File: config.mk
export PLATFORM = sky130hd
export DESIGN_NAME = hand_score_accum
export DESIGN_NICKNAME = d
export VERILOG_FILES = /design/src/rtl/hand_score_accum.sv
export SDC_FILE = /design/constraint.sdc
export NUM_CORES = 1
export LEC_CHECK = 0
export ABC_AREA = 1
export CAP_MARGIN = 20
export CORE_UTILIZATION = 51
export DETAILED_ROUTE_END_ITERATION = 8
export PLACE_DENSITY_LB_ADDON = 0.2
export SKIP_LAST_GASP = 1
export SLEW_MARGIN = 30
export SYNTH_ARGS = -nofsm -noshare
export SYNTH_HDL_FRONTEND = slang
export SYNTH_SLANG_ARGS = --single-unit
export TNS_END_PERCENT = 100
File: constraint.sdc
create_clock -name slow_clock -period 3.2 [get_ports slow_clock]
set_input_delay 0.32 -clock slow_clock [delete_from_list [all_inputs] [get_ports slow_clock]]
set_output_delay 0.32 -clock slow_clock [all_outputs]
set_load 0.05 [all_outputs]
File: src/rtl/hand_score_accum.sv
// hand_score_accum: multi-hand Baccarat score accumulator.
// Cards arrive one per cycle over a valid/ready handshake and are tagged
// with a hand index. Each hand keeps a running score (sum mod 10) and a
// card count. The block also flags full hands and raises a sticky
// protocol-error flag.
// Optional feature: define NATURAL_DETECT_EN to add the registered
// per-hand 'natural' output. It flags a hand whose score is 8 or 9 after
// its 2nd card.
module hand_score_accum #(
  parameter int NUM_HANDS = 2,
  parameter int MAX_CARDS = 3,
  parameter int HW        = (NUM_HANDS > 1) ? $clog2(NUM_HANDS) : 1,
  parameter int CW        = $clog2(MAX_CARDS + 1)
) (
  input  logic                    slow_clock,
  input  logic                    reset,
  input  logic                    clear,
  input  logic                    load_valid,
  input  logic [HW-1:0]           load_hand,
  input  logic [3:0]              load_card,
  output logic                    load_ready,
  output logic [4*NUM_HANDS-1:0]  score,
  output logic [CW*NUM_HANDS-1:0] count,
  output logic [NUM_HANDS-1:0]    full,
  output logic                    err
`ifdef NATURAL_DETECT_EN
  ,
  output logic [NUM_HANDS-1:0]    natural
`endif
);

  // Per-hand state.
  logic [3:0]    r_score [NUM_HANDS];
  logic [CW-1:0] r_count [NUM_HANDS];
  logic          r_err;

  // Datapath for the addressed hand. Only one hand updates per cycle, so a
  // single adder is shared.
  logic          w_hand_ok;
  logic [3:0]    w_sel_score;
  logic [CW-1:0] w_sel_count;
  logic          w_sel_full;
  logic          w_accept;
  logic          w_illegal_card;
  logic [3:0]    w_card_val;
  logic [4:0]    w_sum;
  logic [3:0]    w_new_score;
  logic          w_set_err;

  // Hand index range check. When NUM_HANDS fills the index width, every
  // index is legal and the compare folds away.
  generate
    if (NUM_HANDS == (1 << HW)) begin : g_hand_all_legal
      assign w_hand_ok = 1'b1;
    end else begin : g_hand_range
      assign w_hand_ok = ({{(32-HW){1'b0}}, load_hand} < 32'(NUM_HANDS));
    end
  endgenerate

  // Select the addressed hand's registered score and count.
  // NOTE: defaults are assigned before the loop, so no path through this block leaves a latch.
  always_comb begin
    w_sel_score = '0;
    w_sel_count = '0;
    for (int h = 0; h < NUM_HANDS; h++) begin
      if (load_hand == HW'(h)) begin
        w_sel_score = r_score[h];
        w_sel_count = r_count[h];
      end
    end
  end

  assign w_sel_full = (w_sel_count == CW'(MAX_CARDS));
  assign load_ready = !clear && w_hand_ok && !w_sel_full;
  assign w_accept   = load_valid && load_ready;

  // Face cards, tens and illegal codes are all worth zero.
  assign w_card_val     = (load_card >= 4'd1 && load_card <= 4'd9) ? load_card : 4'd0;
  assign w_illegal_card = (load_card == 4'd0) || (load_card >= 4'd14);

  // Mod-10 add. The sum is at most 9 + 9 = 18, so one conditional subtract is enough.
  assign w_sum       = {1'b0, w_sel_score} + {1'b0, w_card_val};
  assign w_new_score = (w_sum >= 5'd10) ? 4'(w_sum - 5'd10) : w_sum[3:0];

  // A valid load that is out of range, targets a full hand, or carries an
  // illegal code flags an error. Clear overrides this in the register.
  assign w_set_err = load_valid && (!w_hand_ok || w_sel_full || w_illegal_card);

  // Hand registers: clear wins over load, and only the addressed hand updates.
  // NOTE: the per-hand arrays are small flop banks, not RAM, so they take the async reset directly.
  // NOTE: sequential state uses non-blocking assignments, so every flop samples pre-edge values.
  always_ff @(posedge slow_clock or posedge reset) begin
    if (reset) begin
      for (int h = 0; h < NUM_HANDS; h++) begin
        r_score[h] <= '0;
        r_count[h] <= '0;
      end
      r_err <= 1'b0;
    end else if (clear) begin
      for (int h = 0; h < NUM_HANDS; h++) begin
        r_score[h] <= '0;
        r_count[h] <= '0;
      end
      r_err <= 1'b0;
    end else begin
      if (w_accept) begin
        for (int h = 0; h < NUM_HANDS; h++) begin
          if (load_hand == HW'(h)) begin
            r_score[h] <= w_new_score;
            r_count[h] <= r_count[h] + CW'(1);
          end
        end
      end
      if (w_set_err) begin
        r_err <= 1'b1;
      end
    end
  end

`ifdef NATURAL_DETECT_EN
  logic [NUM_HANDS-1:0] r_natural;

  // Natural flag: set when the 2nd card lands on 8 or 9, held until clear/reset.
  always_ff @(posedge slow_clock or posedge reset) begin
    if (reset) begin
      r_natural <= '0;
    end else if (clear) begin
      r_natural <= '0;
    end else if (w_accept && (w_sel_count == CW'(1)) && (w_new_score >= 4'd8)) begin
      for (int h = 0; h < NUM_HANDS; h++) begin
        if (load_hand == HW'(h)) begin
          r_natural[h] <= 1'b1;
        end
      end
    end
  end

  assign natural = r_natural;
`endif

  // Flatten per-hand state onto the packed output buses.
  always_comb begin
    score = '0;
    count = '0;
    full  = '0;
    for (int h = 0; h < NUM_HANDS; h++) begin
      score[4*h +: 4]   = r_score[h];
      count[CW*h +: CW] = r_count[h];
      full[h]           = (r_count[h] == CW'(MAX_CARDS));
    end
  end

  assign err = r_err;

endmodule

After elaboration in Yosys (flattened, before gate mapping)
Cells that the tools add are included.

operators by class
  $lt $le $gt $ge = 4
  add/subtract/negate cells = 4
  multiplexer cells = 14
  reduce and logical (&&, ||, !) cells = 14
  eq/ne operators = 4

operators with widths
  operator             count
  $mux 4               7
  $mux 8               2
  $eq 2x2->1 const B   3
  $mux 2               3
  $reduce_bool 2->1    3
  $add 4x4->5          1
  $ge 5x4->1 const B   1
  $add 2x1->2 const B  2
  $ge 4x1->1 const B   1
  $ge 4x4->1 const B   1
  $le 4x4->1 const B   1
  $logic_and 1x1->1    4
  $logic_not 4->1      1
  $reduce_and 2->1     2
  $sub 4x4->4 const B  1
  $logic_not 1->1      2
  $logic_or 1x1->1     2
  $mux 1               2
  $ne 2x2->1 const B   1

storage, ports and cells
  word-level logic and storage cells = 45
  output and inout port bits = 16
  register bits after elaboration = 13

Depth between registers and ports, before layout
Gate-level depths: netlist of the first run.

  depth in word-level cells = 9
  gate-level depth with buffers = 15
  mapped depth without buffers = 15

Worst setup path before layout of the first run
Ideal clock, no wire load.

  path kind = reg2reg
  from = register r_score (netlist bit score[0])
  to = register r_score (netlist bit score[1])
  data arrival time = 2119 ps
  slack = 962 ps
  data required time = 3081 ps
  stages on the path, launching flop included = 14
  path through = dfrtp_1 > inv_1 > o21ai_0 > ha_1 > fa_1 > nand2_1 > nand2_1 > ha_1 > nand2_1 > nand3_1 > nand2_1 > nand2_1 > nand4_1 > nand2_1

on the way
  longest elaborated chain between the ends = 7

ends and longest elaborated chain
  item                                       RTL line  RTL
  from (decl)                                33        logic [3:0] r_score [NUM_HANDS];
  from (signal, indexed assignment)          109       r_score[h] <= w_new_score;
  $mux 4 (*)                                 66        if (load_hand == HW'(h)) begin
  $add 4x4->5 (*)                            82        assign w_sum = {1'b0, w_sel_score} + {1'b0, w_card_val};
  $sub 4x4->4 or $ge 5x4->1 (tied branches)  83        assign w_new_score = (w_sum >= 5'd10) ? 4'(w_sum - 5'd10) : w_sum[3:0];
  $mux 4 (*)                                 83
  $mux 4 (*)                                 108       if (load_hand == HW'(h)) begin
  $mux 8 (*)                                 106       if (w_accept) begin
  $mux 8 (*)                                 99        end else if (clear) begin

Every way passes the cells marked *; elsewhere a longest branch is shown, timed or not. The select of a mux whose other input is x is not followed.
A chain may end at the register's enable or synchronous reset.

Final worst setup path of the first run
  from = input port load_hand
  to = register r_score (netlist bit score[1])

on the way
  longest elaborated chain between the ends = 7

ends and longest elaborated chain
  item                                         RTL line  RTL
  from (decl)                                  19        input logic [HW-1:0] load_hand,
  $mux 4 or $mux 2 (tied branches)             66
  $add 4x4->5 or $eq 2x2->1 (tied branches)    82, 73
  $sub 4x4->4, or another cell as far along    83
  $mux 4 or $logic_and 1x1->1 (tied branches)  83, 74
  $mux 4 or $logic_and 1x1->1 (tied branches)  108, 75
  $mux 8 or $reduce_bool 2->1 (tied branches)  --
  $mux 8 or $reduce_and 2->1 (tied branches)   --

Several ways; a longest one is shown, not always the timed one. The select of a mux whose other input is x is not followed.

==> flow_summary.toml, run 1 <==
[status]
status = "finished clean"

[yosys]
yosysTopAreaCellShare_pct = 34.08
synth_ff_type = "dfrtp_1"
yosysMostFrequentCell = "nand2_1"
yosysWarningCount = 0
synth_seq_cells = 13
synth_cell_types = 24
seq_area_frac_synth_pct = 34.08
netlist_top_cells_area = "dfrtp_1 (34%), nand2_1 (14%), ha_1 (9.2%)"
synth_top_area_cell = "dfrtp_1"
synthCells = 121
synthTopCellsByCount = "nand2_1 (35), inv_1 (14), dfrtp_1 (13), nor2_1 (10)"
synthArstFlopShare_pct = 100.0
synth_area_um2 = 954.7
synth_nets = 138
syn_avg_cell_area_um2 = 7.890
synth_edf_count = 0

[detailed_routing]
wire_per_inst_um = 12.08
drtAntennaViolNets = 0
drtIter0Drc = 24
vias = 918
totalWireLength_um = 2090
drc = 0
firstDrtPassIters = 4
drt-vias-per-instance = 5.306

[timing]
layout_setup_ws_ps = 528.5
skew_ps = 2.173
final-max-slew-violation-count = 0
hold_violations = 0
slew-limit-headroom_pct = 66.06
period_minus_slack_ps = 2672
tns_ps = 0
fmax_mhz = 374.3
rsz0062_at_grt = "false"
period_share_pct = 83.49
finalSetupViolCount = 0
tightest_slew_ps = 507.5

[clock_network]
worstSkewPairLatency_ps = 270
cts-root-buf = "clkbuf_4"
clkSinkCount = 13
clockBufferDepth = 2
tritoncts = "yes"
htreeDepth = 1
cts.clk_slew.worst_paths_ps = 80
post-cts-setup-buffers = 0
cts_inserted_buffers = 3
holdBufCountCts = 0
cts_resized = 0

[layout]
num_antenna_cells = 0
fill_cells = 161
area_delta_synth_final_pct = 30.01
drive_gt1_share_pct = 10.14
finalNetCount = 166

[global_routing]
grt_pass1_wl_um = 3387
antenna_found_initial = 0
grt_usage_pct = 23.33
grt_start_max_net_pins = 14
grt-ovfl-total = 0
grt_pass1_vias = 799

[flow_run]
maxCapViolCount = 0

[setup_path]
cp-start-kind = "primary input"
arrival_ps = 2830
required_ps = 3360
end_kind = "flop"
path_class = "primary input to flop"
cp_max_fo = 10

[floorplanning]
fp.dieW_um = 45.27
io_pins = 25
die_h_um = 45.27
die_area_um2 = 2049
start_util_pct = 54.70
num_rows = 15
core_area_um2 = 1745

[power_and_ir_drop]
seqPwrFrac_pct = 33.9
leakagePower_nw = 0.6263
ir_worst_vdd_mv = 0.4522
powerDensity_nw_per_um2 = 525.5
power.share.clock_pct = 15.1
comb_power_share_pct = 51.0
swShare_pct = 45.75
p_sw_mw = 0.2984
p_int_mw = 0.3538

[place]
dp_hpwl_um = 1756
place.gp.congestion = 0.8715
port_buffers = 24
pre_cts_ws_ps = 284.5

[min_path]
min_path_type = "primary input to asynchronous set/reset pin"
## critical path, stage by stage
cell             delay (ps)
clkdlybuf4s50_1         730
o21ai_0                 170
ha_1                    250
fa_1                    400
nand2_1                 100
nand2_1                 100
ha_1                    240
nand2_1                  80
nand3_1                 110
nand2_1                 100
nand2_1                  70
nand4_1                  80
nand2_1                  60
## flip-flops by register name, summed over array words and instances (netlist names)
signal,cells
score,8
err,1
count,4
## worst paths after layout
path / from / endpoint / slack, ps / depth (start not counted)
worst max-delay path: load_hand / score[1] / 530 / 13
worst min-delay path: reset / count[3] / 360 / 2
worst max register to register: score[4] / score[1] / 910 / 13
worst min register to register: err / err / 520 / 2
max in group asynchronous: reset / score[5] / 2520 / 2
min in group slow_clock: err / err / 520 / 2
## power groups by stage
stage                     logic (mW)  clock network [mW]  registers, mW
after floorplan                0.140                   0          0.313
after global placement         0.323                   0          0.222
after detailed placement       0.332                   0          0.224
after CTS                      0.333               0.101          0.221
after global routing           0.359               0.108          0.226
final                          0.333              0.0986          0.221
## cell type report
| class | instances | area, um^2 | area share (%) |
|---|---|---|---|
| Timing Repair Buffer | 24 | 240.2 | 19.35 |
| Tap cell | 25 | 31.28 | 2.520 |
| Sequential cell | 13 | 325.3 | 26.21 |
| Inverter | 18 | 72.57 | 5.847 |
| Multi-Input combinational cell | 89 | 545.5 | 43.95 |
| Clock buffer | 4 | 26.28 | 2.117 |
## cell usage in the layout, fill, tap and decap left out, types with 3 or more instances in the layout
cell type and count:
nand2_1 35, clkdlybuf4s50_1 24, inv_1 14, dfrtp_1 13
nor2_1 10, nand3_1 7, ha_1 7, nand4_1 5
nand2_4 4, a22o_1 4, o21ai_0 3, nor3_1 3
clkbuf_4 3
## stage by stage
stage | instance area (um^2) | utilization [%] | power, mW | hold slack, ps | cells
3_5_place_dp | 1215 | 69.61 | 0.5560 | 506.5 | 169
5_1_grt | 1241 | 71.11 | 0.6931 | 420.3 | 173
2_1_floorplan | 954.7 | - | 0.4526 | 197.0 | 121
4_1_cts | 1241 | 71.11 | 0.6546 | 371.0 | 173
3_3_place_gp | 1215 | 69.61 | 0.5456 | 478.1 | 169
6_report | 1241 | 71.11 | 0.6522 | 357.4 | 173
## metal layers
metal | wire length (um) | track usage [%] | part of all wire (%) | vias up
met5 | 0 | 0 | 0 | -
met4 | 47 | 9.697 | 2.2 | 0
met3 | 123 | 3.600 | 5.9 | 6
met2 | 977 | 39.13 | 47 | 30
met1 | 941 | 29.90 | 45 | 427
li1 | - | - | - | 455
## cells by family (layout without fill, tap and decap cells)
group	after synthesis	after routing	synth area share (%)
AND/OR/NAND/NOR	69	69	37.75
buffers and inverters	19	46	8.780
flip-flops	13	13	34.08
AO/OA/AOI/OAI	12	12	8.125
adder cells (fa/ha/maj)	8	8	11.27
Power figures use the tool's default switching activity.
==> run 2: changes to the inputs <==
Settings changed: CORE_UTILIZATION 51 to 47.
Clock period 3.2 ns to 2.6 ns, I/O delays scaled along.
==> run 2 against run 1 <==
Clock skew is essentially flat; final cell count grew 3.5%; count of clock-buffer cells in the layout is the same; total power grew 25%; utilization shrank 0.60 points; routed wire length grew 1.4%; clock power grew 24%; die area grew 8.1%; via count shrank 0.54%; critical path depth grew 2; largest cell class unchanged.
==> flow_summary.toml, run 2 (synthesized netlist as in run 1, its figures left out) <==
[timing]
hold_violations = 0
fmax_mhz = 422.6
period_share_pct = 91.00
skew_ps = 2.642
tightest_slew_ps = 495.3
slew-limit-headroom_pct = 66.87
tns_ps = 0
layout_setup_ws_ps = 233.9
rsz0062_at_grt = "false"
final-max-slew-violation-count = 0
period_minus_slack_ps = 2366
finalSetupViolCount = 0

[floorplanning]
die_area_um2 = 2216
core_area_um2 = 1821
start_util_pct = 52.44
num_rows = 15
die_h_um = 47.07
fp.dieW_um = 47.07
io_pins = 25

[detailed_routing]
wire_per_inst_um = 11.84
firstDrtPassIters = 4
drtAntennaViolNets = 0
drtIter0Drc = 17
drc = 0
vias = 913
drt-vias-per-instance = 5.101
totalWireLength_um = 2119

[setup_path]
cp-start-kind = "primary input"
timing.rr.start = "score[4]"
crit_path_cell_trace = "clkdlybuf4s50_1 > inv_1 > a21oi_1 > nor2_1 > ha_1 > fa_1 > nand2_1 > nand2_1 > ha_1 > nand2_1 > nand3_1 > nand2_1 > nand2_1 > nand4_1 > nand2_1"
end_kind = "flop"
path_delay_family = "adder cells"
path_class = "primary input to flop"
cpMostUsedCell = "nand2_1"
reg2regPathDepth = 13
required_ps = 2770
arrival_ps = 2530
timing.rr.end = "score[1]"
cp_slowest_stage_delay_ps = 480
worst-path-buf-inv = 2
crit_slowest_cell = "clkdlybuf4s50_1"
cp_max_fo = 3
ff2ff_setup_slack_ps = 370

[power_and_ir_drop]
leakagePower_nw = 0.6558
p_total_mw = 0.8169
ir_worst_vdd_mv = 0.4489
powerDensity_nw_per_um2 = 636.3

[layout]
finalNetCount = 172
largest_reg_flops = 8
num_antenna_cells = 0
fill_cells = 143
drive_gt1_share_pct = 14.29
final_cell_mix = "nand2_1 (35), clkdlybuf4s50_1 (23), inv_1 (14)"
final_area_um2 = 1284
fin_util_pct = 70.52
layout_commonest_cell = "nand2_1"
area_delta_synth_final_pct = 34.47

[status]
status = "finished clean"

[clock_network]
tritoncts = "yes"
worstSkewPairLatency_ps = 270
clkSinkCount = 13
cts-root-buf = "clkbuf_4"
cts_resized = 0
cts.clk_slew.worst_paths_ps = 70
cts_inserted_buffers = 3
clockBufferDepth = 2
holdBufCountCts = 0
post-cts-setup-buffers = 0
htreeDepth = 1

[global_routing]
grt_usage_pct = 22.11
grt_pass1_vias = 861
grt_pass1_wl_um = 3429
met2_usage_pct = 38.61
top_usage_layer = "met2"
grt_start_max_net_pins = 14
grt-ovfl-total = 0
antenna_found_initial = 0
grt_util_met1_pct = 26.79
grt.met3_usage_pct = 5.769

[place]
placed_cell_area_um2 = 1257
port_buffers = 24
dp_hpwl_um = 1703
pre_cts_ws_ps = -48.71
place.gp.congestion = 0.7962

[flow_run]
maxCapViolCount = 0

[min_path]
min_path_type = "primary input to asynchronous set/reset pin"
-- run 2: changes by cell type in the layout (fill, tap and decap cells not counted), sizes merged --
| cell | change |
|---|---|
| buf | +7 |
| clkdlybuf4s50 | -1 |
-- run 2: worst register-to-register path: stages (launching register included) --
cell and delay, ps:
dfrtp_1 390, nand2_1 60, o21ai_0 120, ha_1 250, fa_1 390, nand2_1 100, nand2_1 90, ha_1 240
nand2_1 80, nand3_1 100, nand2_1 100, nand2_1 70, nand4_1 80, nand2_1 60
-- run 2: stage by stage --
stage                     hold WS [ps]  cells
after floorplan                  137.0    121
after global placement           480.9    175
after detailed placement         492.8    175
after CTS                        303.9    179
after global routing             366.5    179
final                            295.6    179
-- run 2: how the worst max path moves through the flow --
stage,endpoint,start,cells after the start
final,score[1],load_card[3],15
after global routing,score[6],load_card[1],15
after CTS,score[1],load_card[3],15
after detailed placement,score[2],load_card[3],15
after global placement,score[5],load_hand,12
after floorplan,score[1],score[0],13
-- run 2: report_power, final --
part | switching (mW) | internal, mW | total [mW]
registers | 0.0366 | 0.234 | 0.271
logic | 0.271 | 0.153 | 0.424
clock network | 0.0628 | 0.0595 | 0.122
-- run 2: cell type report --
type / count / area [um^2] / share of cell area, %
Tap cell: 25 / 31.28 / 2.437
Timing Repair Buffer: 30 / 282.8 / 22.03
Multi-Input combinational cell: 89 / 545.5 / 42.50
Sequential cell: 13 / 325.3 / 25.34
Inverter: 18 / 72.57 / 5.653
Clock buffer: 4 / 26.28 / 2.047
-- run 2: metal layers --
layer  part of all wire (%)  up-vias  routed length (um)
li1                       -      460                   -
met1                     47      420                 995
met2                     47       27                1000
met3                    3.8        6                  80
met4                    2.0        0                  42
met5                      0        -                   0
==> run 3: changes to the inputs <==
Settings changed: CORE_MARGIN set to 2, GPL_TIMING_DRIVEN set to 1.
==> run 3 against run 2 <==
Critical path depth is 1 lower; critical endpoint is now score[5]; worst setup slack lost 14 ps; total power grew 1.6%; hold slack worse by 6.3 ps; sequential cell count unchanged; largest cell class unchanged; routed wire length grew 0.14%.
==> flow_summary.toml, run 3 (synthesized netlist as in run 1, its figures left out) <==
[status]
status = "finished clean"

[detailed_routing]
wl_met1_um = 1024
drc = 0
drtAntennaViolNets = 0
dr_wl_met3_um = 81
drtIter0Drc = 21
drt-vias-per-instance = 4.827
wire_per_inst_um = 11.47
firstDrtPassIters = 4
totalWireLength_um = 2122
wl_met2_um = 995
routed.top_layer = "met4"
vias = 893

[power_and_ir_drop]
p_int_mw = 0.4536
ir_worst_vdd_mv = 0.4732
p_sw_mw = 0.3764
comb_power_share_pct = 51.7
power.share.clock_pct = 15.7
swShare_pct = 45.35
leakagePower_nw = 0.6754
powerDensity_nw_per_um2 = 630.6
seqPwrFrac_pct = 32.6

[floorplanning]
die_area_um2 = 2408
fp.dieW_um = 49.07
core_area_um2 = 1942
num_rows = 16
io_pins = 25
die_h_um = 49.07
start_util_pct = 49.16

[clock_network]
clockBufferDepth = 2
cts_inserted_buffers = 3
tritoncts = "yes"
htreeDepth = 1
cts_resized = 0
cts-root-buf = "clkbuf_4"
clkSinkCount = 13
cts.clk_slew.worst_paths_ps = 90
worstSkewPairLatency_ps = 280
holdBufCountCts = 0
post-cts-setup-buffers = 0

[setup_path]
reg2regPathDepth = 12
end_kind = "flop"
arrival_ps = 2550
cp-start-kind = "primary input"
required_ps = 2770
ff2ff_setup_slack_ps = 330
path_class = "primary input to flop"
cp_max_fo = 6
timing.rr.start = "score[0]"
timing.rr.end = "score[5]"

[timing]
finalSetupViolCount = 0
period_minus_slack_ps = 2380
fmax_mhz = 420.2
slew-limit-headroom_pct = 66.28
rsz0062_at_grt = "false"
hold_violations = 0
final-max-slew-violation-count = 0
tns_ps = 0
holdWs_ps = 289.3
skew_ps = 6.684
tightest_slew_ps = 504.3
period_share_pct = 91.53

[layout]
num_antenna_cells = 0
fill_cells = 169
layout_commonest_cell = "nand2_1"
final_cell_mix = "nand2_1 (35), clkdlybuf4s50_1 (23), inv_1 (14)"
largest_reg_flops = 8
finalNetCount = 176
area_delta_synth_final_pct = 37.88
drive_gt1_share_pct = 16.46
layoutNonFillerInstCount = 185
fin_util_pct = 67.78

[global_routing]
grt_usage_pct = 20.69
grt_start_max_net_pins = 14
antenna_found_initial = 0
grt-ovfl-total = 0
grt_pass1_vias = 885
grt_pass1_wl_um = 3843

[place]
place_inst = 181
dp_hpwl_um = 1691
port_buffers = 24
place.gp.congestion = 0.8518

[min_path]
min_path_type = "primary input to asynchronous set/reset pin"

[flow_run]
maxCapViolCount = 0
==> run 3: changes by cell type in the layout (fill, tap and decap cells not counted), sizes merged <==
cell  before  now
buf        7   11
==> run 3: layout make-up <==
type	instances	area [um^2]	share of cell area, %
multi-input combinational	89	545.5	41.44
clock buffer	4	26.28	1.996
sequential	13	325.3	24.71
timing repair buffer	34	312.8	23.76
tap	27	33.78	2.567
inverter	18	72.57	5.513
==> run 3: per-stage QoR <==
stage / worst slack (ps) / total power [mW] / cell area [um^2]
detailed placement: -58.71 / 0.7005 / 1290
global route: 42.16 / 0.8900 / 1316
CTS: 208.6 / 0.8316 / 1316
global placement: 4.181 / 0.6947 / 1290
finish: 220.2 / 0.8300 / 1316
floorplan: 362.3 / 0.5570 / 954.7
==> run 3: power by group through the flow <==
stage               sequential [mW]  clock, mW  combinational [mW]
floorplan                     0.385          0               0.172
global placement              0.273          0               0.422
detailed placement            0.273          0               0.427
CTS                           0.270      0.130               0.431
global route                  0.276      0.145               0.469
finish                        0.270      0.131               0.429
==> run 3: layer usage <==
layer	track usage [%]	vias up
li1	-	468
met2	32.88	15
met4	7.143	0
met5	0	-
met1	28.04	407
met3	3.988	3
==> run 3: worst max-delay path by stage <==
| stage | slack, ps | end | startpoint |
|---|---|---|---|
| after global placement | 4 | score[5] | load_hand |
| after floorplan | 360 | score[1] | score[0] |
| after detailed placement | -60 | score[5] | load_hand |
| after global routing | 40 | score[5] | load_card[3] |
| final | 220 | score[5] | load_hand |
| after CTS | 210 | score[5] | load_hand |
==> run 3: worst max-delay path, cell delays in order <==
cell             delay (ps)
clkdlybuf4s50_1         530
buf_4                   190
inv_4                    30
nand2_1                  50
nand2_1                 110
fa_1                    590
inv_1                    80
ha_1                    210
nand2_1                  70
nand3_1                 100
nand2_1                 100
nand2_1                  70
nand4_1                  90
nand2_1                  60
